--- src/rtl/pipe_pkg.sv ---
// rtl/pipe_pkg.sv - shared types and constants for the skid-buffered pipeline stage
//
// Purpose: state encoding of the stage control FSM plus width/limit constants
//          used by pipe_skid_reg and pipe_data_reg.
// Contents:
//   pipe_state_t  : EMPTY (nothing held), BUSY (main holds one entry),
//                   FULL (main and skid both hold an entry)
//   PIPE_WIDTH    : default payload width
//   STALL_CNT_MAX : saturation value of the optional stall counter

package pipe_pkg;

  typedef enum logic [1:0] {
    EMPTY = 2'd0,
    BUSY  = 2'd1,
    FULL  = 2'd2
  } pipe_state_t;

  localparam int          PIPE_WIDTH    = 32;
  localparam logic [31:0] STALL_CNT_MAX = 32'hFFFF_FFFF;

endpackage

--- src/rtl/pipe_data_reg.sv ---
// rtl/pipe_data_reg.sv - WIDTH-bit load-enabled data register with async clear
//
// Purpose: holds one pipeline payload; loads d on a clock edge when en is high.
// Ports:
//   clk   in  : clock, updates on posedge
//   rst_n in  : asynchronous active-low clear (q -> 0)
//   en    in  : load enable
//   d     in  : WIDTH-bit data to load
//   q     out : WIDTH-bit registered data

module pipe_data_reg
  import pipe_pkg::*;
#(
  parameter int WIDTH = PIPE_WIDTH
) (
  input  logic             clk,
  input  logic             rst_n,
  input  logic             en,
  input  logic [WIDTH-1:0] d,
  output logic [WIDTH-1:0] q
);

  logic [WIDTH-1:0] data_q;
  logic [WIDTH-1:0] data_d;

  always_comb begin
    data_d = data_q;
    if (en) begin
      data_d = d;
    end
  end

  always_ff @(posedge clk or negedge rst_n) begin
    if (!rst_n) begin
      data_q <= '0;
    end else begin
      data_q <= data_d;
    end
  end

  assign q = data_q;

endmodule

--- src/rtl/pipe_skid_reg.sv ---
// rtl/pipe_skid_reg.sv - handshaked pipeline stage register with 2-entry skid buffer
//
// Purpose: full-throughput, 1-cycle-latency stage between CPU pipeline stages.
//          in_ready is decoded from state only, so there is no combinational
//          path from out_ready to in_ready; the skid register absorbs the one
//          beat that arrives while downstream stalls.
// Optional feature macro: PIPE_STALL_CNT_EN adds the stall_count output.
// Ports:
//   clk         in  : clock, posedge
//   rst_n       in  : asynchronous active-low reset
//   flush       in  : synchronous flush, drops all held entries
//   in_data     in  : upstream payload
//   in_valid    in  : upstream payload valid
//   in_ready    out : stage can accept (state != FULL)
//   out_data    out : downstream payload (main register)
//   out_valid   out : out_data valid (state != EMPTY)
//   out_ready   in  : downstream accepts
//   stall_count out : cycles with out_valid && !out_ready, saturating
//                     (only with PIPE_STALL_CNT_EN)

module pipe_skid_reg
  import pipe_pkg::*;
#(
  parameter int WIDTH = PIPE_WIDTH
) (
  input  logic             clk,
  input  logic             rst_n,
  input  logic             flush,
  input  logic [WIDTH-1:0] in_data,
  input  logic             in_valid,
  output logic             in_ready,
  output logic [WIDTH-1:0] out_data,
  output logic             out_valid,
  input  logic             out_ready
`ifdef PIPE_STALL_CNT_EN
  ,
  output logic [31:0]      stall_count
`endif
);

  pipe_state_t state_q;
  pipe_state_t state_d;

  logic             in_fire;
  logic             out_fire;
  logic             main_en;
  logic             main_from_skid;
  logic             skid_en;
  logic [WIDTH-1:0] main_d;
  logic [WIDTH-1:0] main_q;
  logic [WIDTH-1:0] skid_q;

  assign in_ready  = (state_q != FULL);
  assign out_valid = (state_q != EMPTY);
  assign in_fire   = in_valid && in_ready;
  assign out_fire  = out_valid && out_ready;

  always_comb begin
    state_d        = state_q;
    main_en        = 1'b0;
    main_from_skid = 1'b0;
    skid_en        = 1'b0;
    if (flush) begin
      // Any input fire this cycle is dropped; data registers keep stale values.
      state_d = EMPTY;
    end else begin
      case (state_q)
        EMPTY: begin
          if (in_fire) begin
            main_en = 1'b1;
            state_d = BUSY;
          end
        end
        BUSY: begin
          if (in_fire && out_fire) begin
            main_en = 1'b1;
          end else if (in_fire) begin
            // Main is stalled; park the new beat behind it.
            skid_en = 1'b1;
            state_d = FULL;
          end else if (out_fire) begin
            state_d = EMPTY;
          end
        end
        FULL: begin
          if (out_fire) begin
            main_en        = 1'b1;
            main_from_skid = 1'b1;
            state_d        = BUSY;
          end
        end
        default: state_d = EMPTY;
      endcase
    end
  end

  assign main_d = main_from_skid ? skid_q : in_data;

  always_ff @(posedge clk or negedge rst_n) begin
    if (!rst_n) begin
      state_q <= EMPTY;
    end else begin
      state_q <= state_d;
    end
  end

  pipe_data_reg #(.WIDTH(WIDTH)) u_main_reg (
    .clk   (clk),
    .rst_n (rst_n),
    .en    (main_en),
    .d     (main_d),
    .q     (main_q)
  );

  pipe_data_reg #(.WIDTH(WIDTH)) u_skid_reg (
    .clk   (clk),
    .rst_n (rst_n),
    .en    (skid_en),
    .d     (in_data),
    .q     (skid_q)
  );

  assign out_data = main_q;

`ifdef PIPE_STALL_CNT_EN
  logic [31:0] stall_cnt_q;
  logic [31:0] stall_cnt_d;

  // Flush does not clear the counter; only reset does.
  always_comb begin
    stall_cnt_d = stall_cnt_q;
    if (out_valid && !out_ready && (stall_cnt_q != STALL_CNT_MAX)) begin
      stall_cnt_d = stall_cnt_q + 32'd1;
    end
  end

  always_ff @(posedge clk or negedge rst_n) begin
    if (!rst_n) begin
      stall_cnt_q <= '0;
    end else begin
      stall_cnt_q <= stall_cnt_d;
    end
  end

  assign stall_count = stall_cnt_q;
`endif

endmodule
--- config.mk ---
export PLATFORM = sky130hd
export DESIGN_NAME = pipe_skid_reg
export DESIGN_NICKNAME = d
export VERILOG_FILES = /design/src/rtl/pipe_pkg.sv /design/src/rtl/pipe_data_reg.sv /design/src/rtl/pipe_skid_reg.sv
export SDC_FILE = /design/constraint.sdc
export NUM_CORES = 1
export LEC_CHECK = 0
export ABC_AREA = 1
export ABC_CLOCK_PERIOD_IN_PS = 1700
export CAP_MARGIN = 20
export CORE_MARGIN = 2
export CORE_UTILIZATION = 50
export DETAILED_ROUTE_END_ITERATION = 6
export GPL_ROUTABILITY_DRIVEN = 1
export GPL_TIMING_DRIVEN = 0
export PLACE_DENSITY = 0.77
export REMOVE_ABC_BUFFERS = 1
export SLEW_MARGIN = 30
export SYNTH_ARGS = -nofsm -noshare
export SYNTH_HDL_FRONTEND = slang
export SYNTH_SLANG_ARGS = --single-unit
--- constraint.sdc ---
create_clock -name clk -period 1.7 [get_ports clk]
set_clock_uncertainty 0.1 [all_clocks]
set_input_delay 0.34 -clock clk [delete_from_list [all_inputs] [get_ports clk]]
set_output_delay 0.34 -clock clk [all_outputs]
set_load 0.05 [all_outputs]
==> impl_metrics.py <==
metrics = {
    "synthesis": {
        "ys_top_cells_by_area": "dfrtp_1 (54%), nand2_1 (21%), nand3_1 (3.4%), nor2_1 (3.4%), inv_1 (3.3%)",
        "synth_common_cells": "nand2_1 (171), dfrtp_1 (66), nor2_1 (28)",
        "synth-warning-count": 0,
        "yosysMostFrequentCell": "nand2_1",
        "syn_inst": 387,
        "syn-cell-area_sq_um": 3070,
        "async_flop_share": 1.00,
        "synth_top_cell_by_area": "dfrtp_1",
        "yosysSeqAreaShare": 0.538,
        "ys.flop_type": "dfrtp_1",
        "yosysTopAreaCellShare": 0.538,
        "ys_types": 18,
        "synth_edf_count": 0,
        "avgSynthCellArea_sq_um": 7.94,
        "ys_seq_elements": 66,
    },
    "die": {
        "die_x_um": 82.4,
        "num_io_pins": 71,
        "die_h_um": 82.4,
        "rows": 28,
        "start_util": 0.519,
        "die_area_sq_um": 6790,
        "core_sq_um": 5920,
    },
    "job": {
        "max_cap_viol_count": 0,
    },
    "worst_setup_path": {
        "worst-setup-path-type": "flop to primary output",
        "cp_slowest_cell": "dlygate4sd2_1",
        "max_stage_delay_ns": 0.55,
        "cp-end-kind": "primary output",
        "cp_cell_sequence": "dlygate4sd2_1",
        "cp.arrival_ns": 1.25,
        "critPathBufInv": 1,
        "rr_worst_depth": 5,
        "critical_path_peak_fanout": 2,
        "crit_required_ns": 1.26,
        "cp-start-kind": "flop",
        "cpLargestDelayFamily": "buffers and inverters",
        "crit_cells": 1,
    },
    "grt": {
        "gr-usage-all-layers": 0.230,
        "grt_max_degree": 56,
        "grt_pass1_vias": 2552,
        "grt_antenna_before_repair": 0,
        "grt_pass1_wl_um": 11600,
        "grt.overflow.total": 0,
    },
    "timing": {
        "worstMarginPinSlew_ns": 0.514,
        "drv_slew": 0,
        "finalCritPeriodShare": 0.991,
        "rsz0062_at_grt": "true",
        "fin_tns_setup_ns": 0,
        "hold_viol": 0,
        "max_freq_mhz": 593,
        "whs_ns": 0.373,
        "slew_headroom": 0.657,
        "min_period_ns": 1.69,
        "finalSetupViolations": 0,
        "fin_ws_ns": 0.0146,
    },
    "min_path": {
        "min_path_cells": 2,
        "hold_path_class": "flop to flop",
    },
    "detailed_routing": {
        "drt_iter0_markers": 195,
        "drc": 0,
        "viasPerCell": 5.19,
        "wire_per_inst_um": 14.5,
        "ant_nets": 0,
        "drt_pass1_iterations": 4,
        "routed_wl_um": 7900,
        "num_vias": 2819,
    },
    "placement": {
        "gp_congestion": 0.804,
        "dp_hpwl_um": 4130,
        "dp.cells": 513,
        "place_ws_ns": -1.13,
        "numPortBuffers": 70,
    },
    "clocking": {
        "h-tree-depth": 3,
        "cts.sinks": 66,
        "clk_latency_ns": 0.34,
        "cts_tree": "built",
        "cts_made_buffers": 9,
        "root_buffer": "clkbuf_8",
        "clockBufferDepth": 2,
        "path_clk_slew_ns": 0.07,
    },
    "power_and_ir_drop": {
        "worst_ir_drop_vdd_v": 0.000835,
        "p_leak_uw": 0.00219,
        "power-per-cell-area_nw_per_um2": 1600,
    },
    "layout": {
        "antennaDiodeCount": 0,
        "drive_gt1_frac": 0.122,
        "synthToLayoutAreaGrowth_pct": 35.1,
        "layoutNonFillerInstCount": 543,
        "fin_nets": 501,
    },
    "run_status": {
        "outcome": "completed",
    },
}
[cell type report]
cell class	instances	area, sq um
fill	475	1770
multi-input combinational	275	1290
inverter	30	128
clock inverter	3	40.0
clock buffer	12	145
sequential	66	1650
tap	75	93.8
timing repair buffer	82	798
[path summary, 6_finish.rpt]
kind	from	slack [ns]	to
hold / removal	u_main_reg.q[22]$_DFFE_PN0P_	0.37	u_main_reg.q[22]$_DFFE_PN0P_
setup reg to reg	state_q[0]$_DFFE_PN0P_	0.04	u_main_reg.q[24]$_DFFE_PN0P_
min in group asynchronous	rst_n	0.40	u_skid_reg.q[26]$_DFFE_PN0P_
setup / recovery	u_main_reg.q[24]$_DFFE_PN0P_	0.01	out_data[24]
hold reg to reg	u_main_reg.q[22]$_DFFE_PN0P_	0.37	u_main_reg.q[22]$_DFFE_PN0P_
max in group asynchronous	rst_n	0.57	u_main_reg.q[3]$_DFFE_PN0P_
[cell usage in the layout (no fill, tap or decap), drive strengths merged]
master         Yosys  final
dfrtp             66     66
inv               29     30
dlygate4sd2        0     19
clkdlybuf4s50      0     35
clkbuf             0     14
clkdlybuf4s15      0     12
clkinv             1      2
nor2              28     28
nand4              1      1
nand2            173    176
buf               20     13
dlygate4sd3        0      1
a21oi             23     23
nand3             22     23
o21ai             24     24
bufinv             0      1
[report_power, final]
part           switching, uW  internal [uW]  leakage, uW
logic                   2010            829      0.00132
registers                300           2230     0.000780
clock network            584            706    0.0000962
[metal layers]
metal	routed length, um	track usage	share of wire	vias up
li1	-	-	-	1352
met1	3470	0.297	0.44	1327
met2	3650	0.380	0.46	124
met3	629	0.0413	0.080	16
met4	147	0.102	0.019	0
met5	0	0	0	-
[sequential cells by signal, summed over array words and instances, names as in the netlist]
register and cells:
u_skid_reg.q 32, u_main_reg.q 32, state_q 2
[cell families after synthesis]
logic type | count (synthesis) | share of synthesized area
AOI/OAI and AO/OA | 47 | 0.0888
buffers and inverters | 50 | 0.0851
DFF | 66 | 0.538
and+or+nand+nor | 224 | 0.288
[worst min-delay path, cell delays in order, from the launching register on]
cell	delay, ns
dfrtp_1	0.34
nand2_1	0.05
nand2_1	0.05
[per-stage QoR]
| step | instance area [sq um] | power (uW) | utilization |
|---|---|---|---|
| floorplan | 2920 | 4380 | - |
| global placement | 3720 | 5280 | 0.628 |
| detailed placement | 3740 | 5370 | 0.632 |
| CTS | 4020 | 6540 | 0.679 |
| global route | 4150 | 7030 | 0.701 |
| finish | 4150 | 6650 | 0.701 |
[what timing repair did]
action | CTS | global route
resized for setup | 57 | 24
pin swaps | 2 | 3
setup endpoints to repair | 100 | 79
setup buffers | 4 | 6
cloned | 2 | 2
hold buffers | 1 | 0
endpoints found under the hold margin | 37 | 0
Power figures use the tool's default switching activity.
==> patch: new RTL, same settings <==
Encoding of `pipe_state_t`: now one-hot (3 bits for 3 states).
--- a/src/rtl/pipe_pkg.sv
+++ b/src/rtl/pipe_pkg.sv
@@ -12,6 +12,6 @@
 
-  typedef enum logic [1:0] {
-    EMPTY = 2'd0,
-    BUSY  = 2'd1,
-    FULL  = 2'd2
+  typedef enum logic [2:0] {
+    EMPTY = 3'b001,
+    BUSY  = 3'b010,
+    FULL  = 3'b100
   } pipe_state_t;
Behaviour: same outputs for any inputs over 10 cycles, from zero or initial values and one cycle with rst_n low; not proved beyond that.
==> patch against the unedited design <==
  * Power is 28% higher
  * Final area is 12% higher
  * Critical path type unchanged
  * Sequential cell count is 1 higher
  * Setup slack worse by 0.12 ns
  * Synthesized area is 4.8% higher
  * Routed wire length is 24% higher
  * Global-route usage is 3.1 points higher
  * The flow now finishes with violations (negative setup slack)
  * Register-to-register slack worse by 0.14 ns
==> patch: results (changes against the unedited design) <==
[status]
status = finished with violations
violations = negative setup slack

[critical_path]
crit_arrival_ns = 1.37  ; +0.12 ns
critPathSlowestCell = dfstp_2
crit_fanout = 4  ; +2
r2r_setup_slack_ns = -0.10  ; -0.14 ns
reg2reg_to = u_skid_reg.q[21]
cp-endpoint = out_valid
worstSetupStartpoint = state_q[0]

[global_routing]
gr-usage-met3 = 0.0541  ; +0.0128
use_met1 = 0.355  ; +0.0578
grtUsageMet2 = 0.413  ; +0.0329
grt_start_max_net_pins = 50  ; -11%
grt_pass1_wl_mm = 14.5  ; +25%

[sta]
setup_tns_ns = -3.69  ; -3.69 ns
postLayoutSetupSlackWorst_ns = -0.109  ; -0.124 ns
setup_violations = 66  ; +66

[hold_path]
hold_path.class = input port to async pin

[yosys]
synth_area_leaders = dfrtp_1 51%, nand2_1 13%, a21oi_2 8.7%, nand3_1 6.5%, o21ai_0 5.0%
syn_area_per_cell_um2 = 8.30  ; +4.5%
synth_compound_area_frac = 0.138  ; +0.0496

[place]
post_dp_cell_area_um2 = 3940  ; +5.3%

[pwr]
p_clk_mw = 1.72  ; +33%

[final_layout]
instances_no_fill = 557  ; +2.6%
nets = 512  ; +2.2%

==> patch: cell count changes after synthesis, sizes merged <==
cell	unedited run	this run
dfstp	0	1
inv	29	40
nand4	1	2
clkbuf	0	11
nand2	173	112
buf	20	12
nand3	22	43
a21oi	23	33
nor2	28	36
clkinv	1	0
o21ai	24	32
==> patch: layout make-up <==
cell class | instances | area, µm² | area share
flip-flops and latches | 67 | 1680 | 0.361
multi-input cells | 265 | 1480 | 0.319
repair buffers | 92 | 953 | 0.205
inverters | 40 | 179 | 0.0385
clock buffers | 12 | 165 | 0.0355
well taps | 77 | 96.3 | 0.0207
clock inverters | 4 | 95.1 | 0.0204
==> patch: what timing repair did <==
item	4_1_cts	5_1_grt
hold endpoints to repair	18	0
buffers inserted	9	9
hold buffers	1	0
gates resized for setup	78	26
pin swaps	6	4
setup endpoints to repair	99	77
cloned	5	3
==> patch: worst max-delay path: cells and delay by family (launching register included) <==
kind                   cells  cell delay (ns)
buffers and inverters      2             0.21
flip-flops                 1             0.56
AND/OR/NAND/NOR            2             0.27
